**config.mk**
```make
export PLATFORM = sky130hd
export DESIGN_NAME = multiciclo_control
export DESIGN_NICKNAME = d
export VERILOG_FILES = /design/src/rtl/mips_defs_pkg.sv /design/src/rtl/multiciclo_control_watchdog.sv /design/src/rtl/multiciclo_control.sv
export SDC_FILE = /design/constraint.sdc
export NUM_CORES = 1
export LEC_CHECK = 0
export BUFFER_PORTS_ARGS = -buffer_cell sky130_fd_sc_hd__buf_2
export CORE_MARGIN = 4
export CORE_UTILIZATION = 57
export CTS_BUF_LIST = sky130_fd_sc_hd__clkbuf_4
export DETAILED_ROUTE_END_ITERATION = 12
export PLACE_DENSITY = 0.95
export SLEW_MARGIN = 20
export SYNTH_ARGS = -nofsm -noshare
export SYNTH_HDL_FRONTEND = slang
export SYNTH_SLANG_ARGS = --single-unit
```
**constraint.sdc**
```tcl
create_clock -name clock -period 5.1 [get_ports clock]
set_clock_uncertainty 0.2 [all_clocks]
set_input_delay 1.02 -clock clock [delete_from_list [all_inputs] [get_ports clock]]
set_output_delay 1.02 -clock clock [all_outputs]
set_load 0.02 [all_outputs]
```
**src/rtl/mips_defs_pkg.sv**
```systemverilog
// Package mips_defs: shared constants for the multi-cycle MIPS control path.
//   - opcode constants (IR[31:26])
//   - ula_operation codes consumed by the ALU control decoder
//   - 4-bit control FSM state encoding
//   - ctrl_t: bundle of every control output, so one record can be defaulted and gated
package mips_defs;

    localparam logic [5:0] OP_RTYPE = 6'b000000;
    localparam logic [5:0] OP_J     = 6'b000010;
    localparam logic [5:0] OP_BEQ   = 6'b000100;
    localparam logic [5:0] OP_BNE   = 6'b000101;
    localparam logic [5:0] OP_ADDI  = 6'b001000;
    localparam logic [5:0] OP_SLTI  = 6'b001010;
    localparam logic [5:0] OP_SLTIU = 6'b001011;
    localparam logic [5:0] OP_ANDI  = 6'b001100;
    localparam logic [5:0] OP_ORI   = 6'b001101;
    localparam logic [5:0] OP_XORI  = 6'b001110;
    localparam logic [5:0] OP_LUI   = 6'b001111;
    localparam logic [5:0] OP_LW    = 6'b100011;
    localparam logic [5:0] OP_SW    = 6'b101011;

    localparam logic [3:0] ULA_ADD   = 4'b0000;
    localparam logic [3:0] ULA_SUB   = 4'b0001;
    localparam logic [3:0] ULA_RTYPE = 4'b0010;
    localparam logic [3:0] ULA_SLTI  = 4'b0011;
    localparam logic [3:0] ULA_ANDI  = 4'b0100;
    localparam logic [3:0] ULA_ORI   = 4'b0101;
    localparam logic [3:0] ULA_XORI  = 4'b0110;
    localparam logic [3:0] ULA_LUI   = 4'b0111;
    localparam logic [3:0] ULA_SLTIU = 4'b1000;

    localparam logic [3:0] S_FETCH    = 4'd0;
    localparam logic [3:0] S_DECODE   = 4'd1;
    localparam logic [3:0] S_EXEC_R   = 4'd2;
    localparam logic [3:0] S_R_WB     = 4'd3;
    localparam logic [3:0] S_EXEC_I   = 4'd4;
    localparam logic [3:0] S_I_WB     = 4'd5;
    localparam logic [3:0] S_MEM_ADDR = 4'd6;
    localparam logic [3:0] S_MEM_RD   = 4'd7;
    localparam logic [3:0] S_MEM_WR   = 4'd8;
    localparam logic [3:0] S_LW_WB    = 4'd9;
    localparam logic [3:0] S_BRANCH   = 4'd10;
    localparam logic [3:0] S_JUMP     = 4'd11;

    typedef struct packed {
        logic       mem_req;
        logic       mem_we;
        logic       i_or_d;
        logic       ir_write;
        logic       pc_write;
        logic       pc_write_cond;
        logic       branch_ne;
        logic [1:0] pc_src;
        logic       alu_src_a;
        logic [1:0] alu_src_b;
        logic [3:0] ula_operation;
        logic       reg_write;
        logic       reg_dst;
        logic       mem_to_reg;
        logic       illegal;
        logic       bus_error;
    } ctrl_t;

    // ALU operation for an immediate-class opcode; addi (and anything else) adds.
    function automatic logic [3:0] ula_for_imm(input logic [5:0] op);
        case (op)
            OP_SLTI:  return ULA_SLTI;
            OP_SLTIU: return ULA_SLTIU;
            OP_ANDI:  return ULA_ANDI;
            OP_ORI:   return ULA_ORI;
            OP_XORI:  return ULA_XORI;
            OP_LUI:   return ULA_LUI;
            default:  return ULA_ADD;
        endcase
    endfunction

endpackage

```
**src/rtl/multiciclo_control_watchdog.sv**
```systemverilog
// mem_watchdog: counts cycles a memory request stays unanswered.
//   clock, reset : rising-edge clock, synchronous active-high reset
//   active_i     : a memory-request state is current
//   ready_i      : memory completes the access this cycle
//   expire_o     : one-cycle pulse when the wait count has reached WAIT_MAX
//                  (a ready in the same cycle suppresses it)
module mem_watchdog #(
    parameter int WAIT_MAX = 255
) (
    input  logic clock,
    input  logic reset,
    input  logic active_i,
    input  logic ready_i,
    output logic expire_o
);
    localparam int CW = $clog2(WAIT_MAX + 1);

    logic [CW-1:0] cnt_q, cnt_d;

    assign expire_o = active_i && !ready_i && (cnt_q == CW'(WAIT_MAX));

    always_comb begin
        cnt_d = cnt_q + 1'b1;
        if (!active_i || ready_i || expire_o) cnt_d = '0;
    end

    always_ff @(posedge clock) begin
        if (reset) cnt_q <= '0;
        else       cnt_q <= cnt_d;
    end
endmodule

```
**src/rtl/multiciclo_control.sv**
```systemverilog
// multiciclo_control: main control FSM of the multi-cycle MIPS core.
//   clock, reset  : rising-edge clock, synchronous active-high reset
//   opcode        : IR[31:26], stable from DECODE to the end of the instruction
//   zero          : ALU zero flag (branch resolution happens in the datapath)
//   mem_ready     : shared memory port completes the access this cycle
//   outputs       : datapath steering/strobes, decoded from the current state;
//                   illegal / bus_error are single-cycle fault pulses.
// All outputs are forced low while reset is high.
module multiciclo_control
    import mips_defs::*;
#(
    parameter int WAIT_MAX = 255
) (
    input  logic       clock,
    input  logic       reset,
    input  logic [5:0] opcode,
    input  logic       zero,
    input  logic       mem_ready,
    output logic       mem_req,
    output logic       mem_we,
    output logic       i_or_d,
    output logic       ir_write,
    output logic       pc_write,
    output logic       pc_write_cond,
    output logic       branch_ne,
    output logic [1:0] pc_src,
    output logic       alu_src_a,
    output logic [1:0] alu_src_b,
    output logic [3:0] ula_operation,
    output logic       reg_write,
    output logic       reg_dst,
    output logic       mem_to_reg,
    output logic       illegal,
    output logic       bus_error
);
    logic [3:0] state_q, state_d;
    ctrl_t      c;
    logic       wd_active, wd_expire;

    // The branch decision is taken by the datapath from pc_write_cond/branch_ne.
    logic unused_zero;
    assign unused_zero = zero;

    assign wd_active = (state_q == S_FETCH) || (state_q == S_MEM_RD) || (state_q == S_MEM_WR);

    mem_watchdog #(.WAIT_MAX(WAIT_MAX)) u_wd (
        .clock    (clock),
        .reset    (reset),
        .active_i (wd_active),
        .ready_i  (mem_ready),
        .expire_o (wd_expire)
    );

    always_comb begin
        c       = '0;
        state_d = state_q;
        case (state_q)
            S_FETCH: begin
                c.mem_req   = 1'b1;
                c.alu_src_b = 2'b01;
                if (mem_ready) begin
                    c.ir_write = 1'b1;
                    c.pc_write = 1'b1;
                    state_d    = S_DECODE;
                end
            end
            S_DECODE: begin
                c.alu_src_b = 2'b11;
                case (opcode)
                    OP_RTYPE:                    state_d = S_EXEC_R;
                    OP_LW, OP_SW:                state_d = S_MEM_ADDR;
                    OP_BEQ, OP_BNE:              state_d = S_BRANCH;
                    OP_J:                        state_d = S_JUMP;
                    OP_ADDI, OP_SLTI, OP_SLTIU, OP_ANDI,
                    OP_ORI, OP_XORI, OP_LUI:     state_d = S_EXEC_I;
                    default: begin
                        c.illegal = 1'b1;
                        state_d   = S_FETCH;
                    end
                endcase
            end
            S_EXEC_R: begin
                c.alu_src_a     = 1'b1;
                c.ula_operation = ULA_RTYPE;
                state_d         = S_R_WB;
            end
            S_R_WB: begin
                c.reg_write = 1'b1;
                c.reg_dst   = 1'b1;
                state_d     = S_FETCH;
            end
            S_EXEC_I: begin
                c.alu_src_a     = 1'b1;
                c.alu_src_b     = 2'b10;
                c.ula_operation = ula_for_imm(opcode);
                state_d         = S_I_WB;
            end
            S_I_WB: begin
                c.reg_write = 1'b1;
                state_d     = S_FETCH;
            end
            S_MEM_ADDR: begin
                c.alu_src_a = 1'b1;
                c.alu_src_b = 2'b10;
                state_d     = (opcode == OP_SW) ? S_MEM_WR : S_MEM_RD;
            end
            S_MEM_RD: begin
                c.mem_req = 1'b1;
                c.i_or_d  = 1'b1;
                if (mem_ready) state_d = S_LW_WB;
            end
            S_MEM_WR: begin
                c.mem_req = 1'b1;
                c.mem_we  = 1'b1;
                c.i_or_d  = 1'b1;
                if (mem_ready) state_d = S_FETCH;
            end
            S_LW_WB: begin
                c.reg_write  = 1'b1;
                c.mem_to_reg = 1'b1;
                state_d      = S_FETCH;
            end
            S_BRANCH: begin
                c.alu_src_a     = 1'b1;
                c.ula_operation = ULA_SUB;
                c.pc_write_cond = 1'b1;
                c.pc_src        = 2'b01;
                c.branch_ne     = (opcode == OP_BNE);
                state_d         = S_FETCH;
            end
            S_JUMP: begin
                c.pc_write = 1'b1;
                c.pc_src   = 2'b10;
                state_d    = S_FETCH;
            end
            default: state_d = S_FETCH;
        endcase

        // Watchdog abort: expiry only fires without mem_ready, so no IR/PC/reg
        // strobe is live here; just drop the write strobe and restart fetch.
        if (wd_expire) begin
            c.bus_error = 1'b1;
            c.mem_we    = 1'b0;
            state_d     = S_FETCH;
        end

        if (reset) c = '0;
    end

    always_ff @(posedge clock) begin
        if (reset) state_q <= S_FETCH;
        else       state_q <= state_d;
    end

    assign mem_req       = c.mem_req;
    assign mem_we        = c.mem_we;
    assign i_or_d        = c.i_or_d;
    assign ir_write      = c.ir_write;
    assign pc_write      = c.pc_write;
    assign pc_write_cond = c.pc_write_cond;
    assign branch_ne     = c.branch_ne;
    assign pc_src        = c.pc_src;
    assign alu_src_a     = c.alu_src_a;
    assign alu_src_b     = c.alu_src_b;
    assign ula_operation = c.ula_operation;
    assign reg_write     = c.reg_write;
    assign reg_dst       = c.reg_dst;
    assign mem_to_reg    = c.mem_to_reg;
    assign illegal       = c.illegal;
    assign bus_error     = c.bus_error;
endmodule

```
==> flow_summary.yaml, run 1 <==
pwr:
  peakVddDrop_v: 0.000180
  p_per_area_nw_per_um2: 175
  p_leak_nw: 0.517
clock_network:
  clkLatencyLatePin_ns: 0.27
  hold_buffers: 0
  clkSinkCount: 12
  postCtsSetupRepairBufs: 0
  clk_pin_slew_worst_paths_ns: 0.06
  clk_root_buffer_cell: "clkbuf_4"
  cts_tree: "built"
  cts_buffer_depth: 2
  cts_max_level: 1
  cts-buffers-inserted: 3
  ctsResizeCount: 0
outcome:
  status: "completed"
critical_path:
  crit_chain: "buf_2 -> or2_1 -> nor2_4 -> o211ai_1 -> nor3_1 -> buf_2"
  r2r_cells: 4
  r2r_slack_ns: 3.01
  crit_path_frequent_cell: "buf_2"
  critPathRequiredTime_ns: 3.88
  cp_max_fo: 6
  reg2reg_to: "state_q[2]"
  r2r-start: "state_q[0]"
  slowest_delay_ns: 0.31
  critPathSlowestCell: "or2_1"
  endpoint_kind: "output port"
  startpoint_type: "input pin"
  cp.arrival_ns: 2.22
  criticalPathCategory: "input pin to output port"
drt:
  drt-total-wl_microns: 2560
  wl_per_cell_microns: 13.5
  drc: 0
  drt_iter0_drc: 39
  vias_per_cell: 5.84
  drtPass1Iterations: 4
  postRouteAntennaNets: 0
  vias: 1103
yosys:
  yosys.area.top_type_share_pct: 22.1
  synth_commonest_cells: "22 x nor2_1, 12 x dfxtp_1, 8 x nand2_1, 7 x nor2b_1, 7 x nor3_1"
  yosys_warnings: 0
  synth_top_family_by_area: "simple AND/OR/NAND/NOR gates"
  synthXorXnorAreaFrac_pct: 4.83
  synth_nets: 152
  ys_seq_area_share_pct: 22.1
  syn_area_sq_um: 1090
  avgSynthCellArea_sq_um: 7.71
  yosys.area_share.simple_pct: 43.3
  synthCells: 141
  synthAdderAreaFrac_pct: 1.15
  ys.flop_type: "dfxtp_1"
  synthArstFlopShare_pct: 0
  yosys-mux-area-fraction_pct: 0
  synth-edff-count: 0
  yosys-top-cells-area: "dfxtp_1 22%, nor2_1 7.6%, nor2b_1 4.0%, nor3_1 3.2%, buf_6 3.1%"
  synth.distinct_cells: 50
  yosys.area.top_type: "dfxtp_1"
  yosysMostFrequentCell: "nor2_1"
  synth-compound-area-share_pct: 21.2
  synth_seq_cells: 12
timing:
  final.min_clock_period_ns: 3.44
  finalSetupViolCount: 0
  maxClockFrequency_ghz: 0.291
  period_share_pct: 67.5
  hold_viol: 0
  slew_headroom_pct: 43.1
  rsz0062_at_grt: "false"
  final.setup.tns_ns: 0
  worstMarginPinSlew_ns: 0.853
  holdWs_ns: 0.260
  slew_viol_final: 0
floorplan:
  start_util_pct: 61.6
  ios: 31
  rows: 15
  die_h_microns: 51.7
  fp.coreArea_sq_um: 1760
  die_area_sq_um: 2670
  dieWidth_microns: 51.7
global_route:
  antenna_found_initial: 0
  grt_use_total_pct: 20.4
  grt-ovfl-total: 0
  grt_pass1_vias: 1010
  grt_pass1_wl_microns: 4290
  grt_max_degree: 24
min_path:
  hp-class: "flip-flop to flip-flop"
  min_to: "u_wd.cnt_q[0]"
  hold_depth: 1
  min_from: "u_wd.cnt_q[0]"
placed_design:
  place_area_sq_um: 1200
  portBuffers: 29
  hpwl_microns: 1980
  gp_congestion: 0.877
cells_and_area:
  fin_nets: 177
  area_delta_synth_final_pct: 12.2
  diodes: 0
  fillers: 161
  drive_gt1_share_pct: 27.4
  post-route-cell-area_sq_um: 1220
job:
  maxCapViolations: 0
[metal layers]
layer | track usage, % | wire length [microns]
met5 | 0 | 0
met4 | 3.49 | 54
met3 | 5.44 | 183
met2 | 36.4 | 1210
met1 | 24.6 | 1110
[through the flow]
step	std cells	util (%)	setup slack, ns	total power, W
after floorplan	141	-	1.83	0.000146
after global placement	186	67.9	1.78	0.000157
after detailed placement	186	67.9	1.67	0.000159
after CTS	189	69.1	1.65	0.000215
after global routing	189	69.1	1.60	0.000225
final	189	69.1	1.66	0.000213
[how the worst max path moves through the flow]
| stage | start | end | slack (ns) |
|---|---|---|---|
| 2_1_floorplan | reset | pc_write | 1.83 |
| 5_1_grt | reset | illegal | 1.60 |
| 4_1_cts | reset | illegal | 1.65 |
| 3_3_place_gp | reset | illegal | 1.78 |
| 6_report | reset | illegal | 1.66 |
| 3_5_place_dp | reset | illegal | 1.67 |
[cell type report]
type,count,area [sq um],share of cell area [%]
sequential,12,240,19.7
timing repair buffer,29,145,11.9
inverter,4,15.0,1.23
clock buffer,3,22.5,1.85
tap,25,31.3,2.56
multi-input combinational,116,766,62.8
[kinds of logic (layout without fill, tap and decap cells)]
logic type | Yosys count | count (layout)
flops | 12 | 12
fa+ha+maj | 1 | 1
xor+xnor | 6 | 6
compound gates | 31 | 31
buf+inv | 13 | 36
simple gates | 78 | 78
[sequential cells by signal, indices dropped and copies added (netlist names)]
name / cells
state_q: 4
u_wd.cnt_q: 8
[power by group]
part	internal (W)	total, W	switching, W	leakage (nW)
logic	0.0000218	0.0000530	0.0000312	0.406
clock network	0.0000273	0.0000552	0.0000279	0.0138
registers	0.0000959	0.000105	0.00000896	0.0972
total	0.000145	0.000213	0.0000681	0.517
[layout by cell type, fill, tap and decap left out, drive strengths merged, types with 3 or more instances in the layout]
cell / count
buf: 29
nor2: 23
dfxtp: 12
nor3: 10
nand2: 8
nor2b: 8
nand3: 6
a21oi: 6
o21ai: 5
inv: 4
nand2b: 4
xor2: 3
o21a: 3
xnor2: 3
nand4: 3
clkbuf: 3
o211ai: 3
[critical path, delay by kind of cell]
kind / cells / cell delay, ns
compound gates: 1 / 0.11
buf+inv: 2 / 0.36
simple gates: 3 / 0.73
(Power assumes the default switching activity.)
==> run 2, diff against run 1 <==
CORE_UTILIZATION = 48   (was 57)
PLACE_DENSITY = 0.89   (was 0.95)
clock period = 2.8 ns   (was 5.1 ns; I/O delays follow)
==> flow_summary.yaml, run 2 (same netlist as run 1, synthesis figures left out) <==
global_route:
  antenna_found_initial: 0
  grt_pass1_vias: 1002
  grt-ovfl-total: 0
  grt_use_total_pct: 17.5
  grt_pass1_wl_microns: 4530
  grt_max_degree: 18
clock_network:
  hold_buffers: 0
  clk_pin_slew_worst_paths_ns: 0.07
  clkLatencyLatePin_ns: 0.26
  cts_max_level: 1
  ctsResizeCount: 0
  cts_buffer_depth: 2
  cts-buffers-inserted: 3
  clk_root_buffer_cell: "clkbuf_4"
  cts_tree: "built"
  postCtsSetupRepairBufs: 0
  clkSinkCount: 12
timing:
  rsz0062_at_grt: "false"
  slew_viol_final: 0
  worstMarginPinSlew_ns: 0.596
  hold_viol: 0
  final.min_clock_period_ns: 2.60
  slew_headroom_pct: 60.2
  final.setup.tns_ns: 0
  maxClockFrequency_ghz: 0.385
  layout_setup_ws_ns: 0.203
  period_share_pct: 92.7
  finalSetupViolCount: 0
cells_and_area:
  largest-register: "u_wd.cnt_q"
  diodes: 0
  final_cell_mix: "29 x buf_2, 22 x nor2_1, 12 x dfxtp_1"
  layout_commonest_cell: "buf_2"
  largest_reg_flops: 8
  fillers: 180
  fin_nets: 180
  reg_top3: "u_wd.cnt_q: 8 flops, state_q: 4 flops"
  drive_gt1_share_pct: 28.6
  area_delta_synth_final_pct: 14.8
pwr:
  power_w: 0.000396
  swShare_pct: 32.2
  p_switching_w: 0.000128
  p_leak_nw: 0.534
  seqPwrFrac_pct: 47.2
  power_frac_comb_pct: 26.6
  p_clk_share_pct: 26.1
  peakVddDrop_v: 0.000377
  p_per_area_nw_per_um2: 317
  internal_power_w: 0.000268
drt:
  drt-total-wl_microns: 2680
  highest_layer: "met4"
  drc: 0
  dr_wl_met2_microns: 1290
  vias: 1158
  drtPass1Iterations: 4
  postRouteAntennaNets: 0
  wl_per_cell_microns: 13.7
  wirelength_met1_microns: 1110
  drt_iter0_drc: 68
  met3_length_microns: 253
  vias_per_cell: 5.94
critical_path:
  reg2reg_to: "state_q[2]"
  endpoint_kind: "output port"
  startpoint_type: "flip-flop"
  crit_buf_inv: 1
  critPathSlowestCell: "dfxtp_1"
  criticalPathCategory: "flip-flop to output port"
  critPathRequiredTime_ns: 2.04
  critPathTopFamily: "flip-flops"
  cp.arrival_ns: 1.84
  r2r_cells: 4
  r2r-start: "state_q[0]"
  crit_chain: "nor2b_1 -> nand3_1 -> o21bai_1 -> buf_2"
  cp_max_fo: 17
  r2r_slack_ns: 0.83
  slowest_delay_ns: 0.70
floorplan:
  die_area_sq_um: 3090
  die_h_microns: 55.6
  rows: 16
  start_util_pct: 52.7
  ios: 31
  dieWidth_microns: 55.6
  fp.coreArea_sq_um: 2060
placed_design:
  portBuffers: 29
  pre_cts_slack_ns: 0.369
  gp_congestion: 0.848
  hpwl_microns: 2080
min_path:
  min_from: "u_wd.cnt_q[0]"
  hold_depth: 1
  min_to: "u_wd.cnt_q[0]"
  hp-class: "flip-flop to flip-flop"
job:
  maxCapViolations: 0
outcome:
  status: "completed"
[run 2: routing by layer]
layer,vias to the layer above,global-route usage (%)
li1,564,-
met2,60,28.9
met5,-,0
met3,10,5.34
met1,524,22.0
met4,0,4.51
[run 2: area by class of cell]
class / instances / area [sq um] / share of cell area (%)
timing repair buffer: 32 / 168 / 13.4
clock buffer: 3 / 22.5 / 1.80
sequential: 12 / 240 / 19.2
inverter: 4 / 15.0 / 1.20
tap: 27 / 33.8 / 2.71
multi-input combinational: 116 / 766 / 61.3
clock inverter: 1 / 3.75 / 0.301
[run 2: worst max-delay path by stage]
stage / to / slack (ns) / start / cells after the start
after floorplan: pc_write / 0.45 / reset / 5
after global placement: illegal / 0.42 / reset / 6
after detailed placement: pc_write / 0.37 / reset / 6
after CTS: ula_operation[0] / 0.21 / state_q[2] / 4
after global routing: bus_error / 0.09 / state_q[0] / 4
final: ula_operation[0] / 0.20 / state_q[2] / 4
[run 2: worst reg2reg max path, cell delays in order (launching register included)]
cell	delay, ns
dfxtp_1	0.70
nor2b_2	0.30
nand2b_1	0.09
or4_1	0.48
a31oi_1	0.13
[run 2: power groups by stage]
| stage | registers [W] | clock network [W] | logic [W] |
|---|---|---|---|
| after global placement | 0.000191 | 0 | 0.0000994 |
| after detailed placement | 0.000191 | 0 | 0.000104 |
| final | 0.000187 | 0.000103 | 0.000106 |
| after global routing | 0.000188 | 0.000113 | 0.000116 |
| after floorplan | 0.000181 | 0 | 0.0000852 |
| after CTS | 0.000187 | 0.000108 | 0.000104 |
[run 2: stage by stage]
stage	instances	utilization [%]	cell area (sq um)	hold slack, ns
floorplan	141	-	1090	0.230
global placement	191	59.3	1220	0.248
detailed placement	191	59.3	1220	0.251
CTS	195	60.6	1250	0.267
global route	195	60.6	1250	0.296
finish	195	60.6	1250	0.261
==> run 3, diff against run 2 <==
ABC_AREA = 1   (was unset)
CORE_UTILIZATION = 47   (was 48)
==> flow_summary.yaml, run 3 <==
pwr:
  power_frac_comb_pct: 25.0
  p_leak_nw: 0.624
  peakVddDrop_v: 0.000229
  power_w: 0.000387
  p_clk_share_pct: 28.5
  seqPwrFrac_pct: 46.5
  swShare_pct: 33.3
  p_per_area_nw_per_um2: 333
  p_switching_w: 0.000129
  internal_power_w: 0.000258
drt:
  drc: 0
  drt_iter0_drc: 30
  wl_per_cell_microns: 9.49
  drtPass1Iterations: 4
  vias_per_cell: 4.98
  drt-total-wl_microns: 2120
  vias: 1110
  postRouteAntennaNets: 0
yosys:
  synthArstFlopShare_pct: 0
  yosys-top-cells-area: "dfxtp_1 25%, nand2_1 14%, nor2_1 14%, nand3_1 11%, inv_1 8.2%"
  syn_area_sq_um: 961
  synth-edff-count: 0
  ys.flop_type: "dfxtp_1"
  avgSynthCellArea_sq_um: 5.86
  ys_seq_area_share_pct: 25.0
  yosys.area.top_type_share_pct: 25.0
  yosys.area.top_type: "dfxtp_1"
  yosysMostFrequentCell: "nand2_1"
  yosys_warnings: 0
  synth_commonest_cells: "37 x nand2_1, 36 x nor2_1, 22 x nand3_1, 21 x inv_1, 12 x dfxtp_1"
  synth_nets: 175
  synth.distinct_cells: 23
  synthCells: 164
  synth_seq_cells: 12
cells_and_area:
  reg_top3: "u_wd.cnt_q: 8 flops, state_q: 4 flops"
  fin_nets: 208
  drive_gt1_share_pct: 22.4
  layout_commonest_cell: "nand2_1"
  final_cell_mix: "37 x nand2_1, 36 x nor2_1, 29 x buf_2"
  largest_reg_flops: 8
  diodes: 0
  largest-register: "u_wd.cnt_q"
  area_delta_synth_final_pct: 21.0
  post-route-cell-area_sq_um: 1160
floorplan:
  die_area_sq_um: 2830
  rows: 16
  die_h_microns: 53.2
  start_util_pct: 49.5
  fp.coreArea_sq_um: 1940
  dieWidth_microns: 53.2
  ios: 31
timing:
  holdWs_ns: 0.247
  final.min_clock_period_ns: 2.48
  slew_viol_final: 0
  rsz0062_at_grt: "false"
  slew_headroom_pct: 78.0
  period_share_pct: 88.5
  hold_viol: 0
  worstMarginPinSlew_ns: 0.329
  maxClockFrequency_ghz: 0.403
  finalSetupViolCount: 0
  final.setup.tns_ns: 0
placed_design:
  portBuffers: 29
  place_area_sq_um: 1140
  gp_congestion: 0.867
  hpwl_microns: 1720
critical_path:
  cp_max_fo: 5
  endpoint_kind: "output port"
  cp.arrival_ns: 1.72
  startpoint_type: "flip-flop"
  critPathRequiredTime_ns: 2.04
  criticalPathCategory: "flip-flop to output port"
global_route:
  grt_pass1_wl_microns: 3640
  use_met2_pct: 30.2
  grtUsageMet3_pct: 5.07
  grt_max_degree: 13
  grt_pass1_vias: 922
  grt_use_total_pct: 17.2
  grt-ovfl-total: 0
  antenna_found_initial: 0
  busiest_layer: "met2"
  grt_use_met1_pct: 20.2
min_path:
  hp-class: "flip-flop to flip-flop"
clock_network:
  clkSinkCount: 12
  clkLatencyLatePin_ns: 0.28
  clk_root_buffer_cell: "clkbuf_4"
  cts_buffer_depth: 2
  clk_pin_slew_worst_paths_ns: 0.08
  cts_tree: "built"
  ctsResizeCount: 0
  postCtsSetupRepairBufs: 0
  cts-buffers-inserted: 3
  hold_buffers: 0
  cts_max_level: 1
outcome:
  status: "completed"
job:
  maxCapViolations: 0
run 3: through the flow:
stage / cells / worst slack, ns / utilization (%)
CTS: 223 / 0.319 / 59.9
global route: 223 / 0.135 / 59.9
detailed placement: 219 / 0.399 / 58.5
floorplan: 164 / 0.355 / -
finish: 223 / 0.321 / 59.9
global placement: 219 / 0.399 / 58.5
run 3: kinds of logic (layout without fill, tap and decap cells):
logic type                 Yosys count  in the layout  synth area share [%]
buffers and inverters               23             55                  8.98
DFF                                 12             12                  25.0
AOI/OAI and AO/OA                   10             10                  6.25
and+or+nand+nor                    113            113                  53.9
adders and majority gates            1              1                  1.30
xor gates and xnor gates             5              5                  4.56
run 3: worst max-delay path, cell delays in order (launching register included):
cell and delay [ns]:
dfxtp_1 0.38, nor2_1 0.30, nand2_1 0.17, nor3_1 0.22, nand3_1 0.09, nor2_1 0.10
buf_2 0.17
run 3: layout make-up:
cell class	instances	area, sq um
timing repair buffer	29	145
clock inverter	1	3.75
sequential	12	240
inverter	22	82.6
tap	27	33.8
clock buffer	3	22.5
fill	213	779
multi-input combinational	129	634
run 3: path summary, 6_finish.rpt:
kind / slack, ns / endpoint / cells past startpoint / from
worst max-delay path: 0.32 / illegal / 6 / state_q[2]
worst min-delay path: 0.25 / u_wd.cnt_q[0] / 1 / u_wd.cnt_q[0]
worst max register to register: 1.18 / u_wd.cnt_q[3] / 7 / state_q[2]
worst min register to register: 0.25 / u_wd.cnt_q[0] / 1 / u_wd.cnt_q[0]
run 3: power groups by stage:
| stage | combinational [W] | clock [W] | sequential (W) |
|---|---|---|---|
| 2_1_floorplan | 0.0000691 | 0 | 0.000183 |
| 3_3_place_gp | 0.0000961 | 0 | 0.000184 |
| 3_5_place_dp | 0.0000970 | 0 | 0.000184 |
| 4_1_cts | 0.0000972 | 0.000116 | 0.000180 |
| 5_1_grt | 0.000110 | 0.000126 | 0.000180 |
| 6_report | 0.0000968 | 0.000110 | 0.000180 |
run 3: layer usage:
| layer | vias to the layer above | wire [microns] |
|---|---|---|
| li1 | 592 | - |
| met1 | 488 | 917 |
| met2 | 26 | 1030 |
| met3 | 4 | 149 |
| met4 | 0 | 17 |
| met5 | - | 0 |
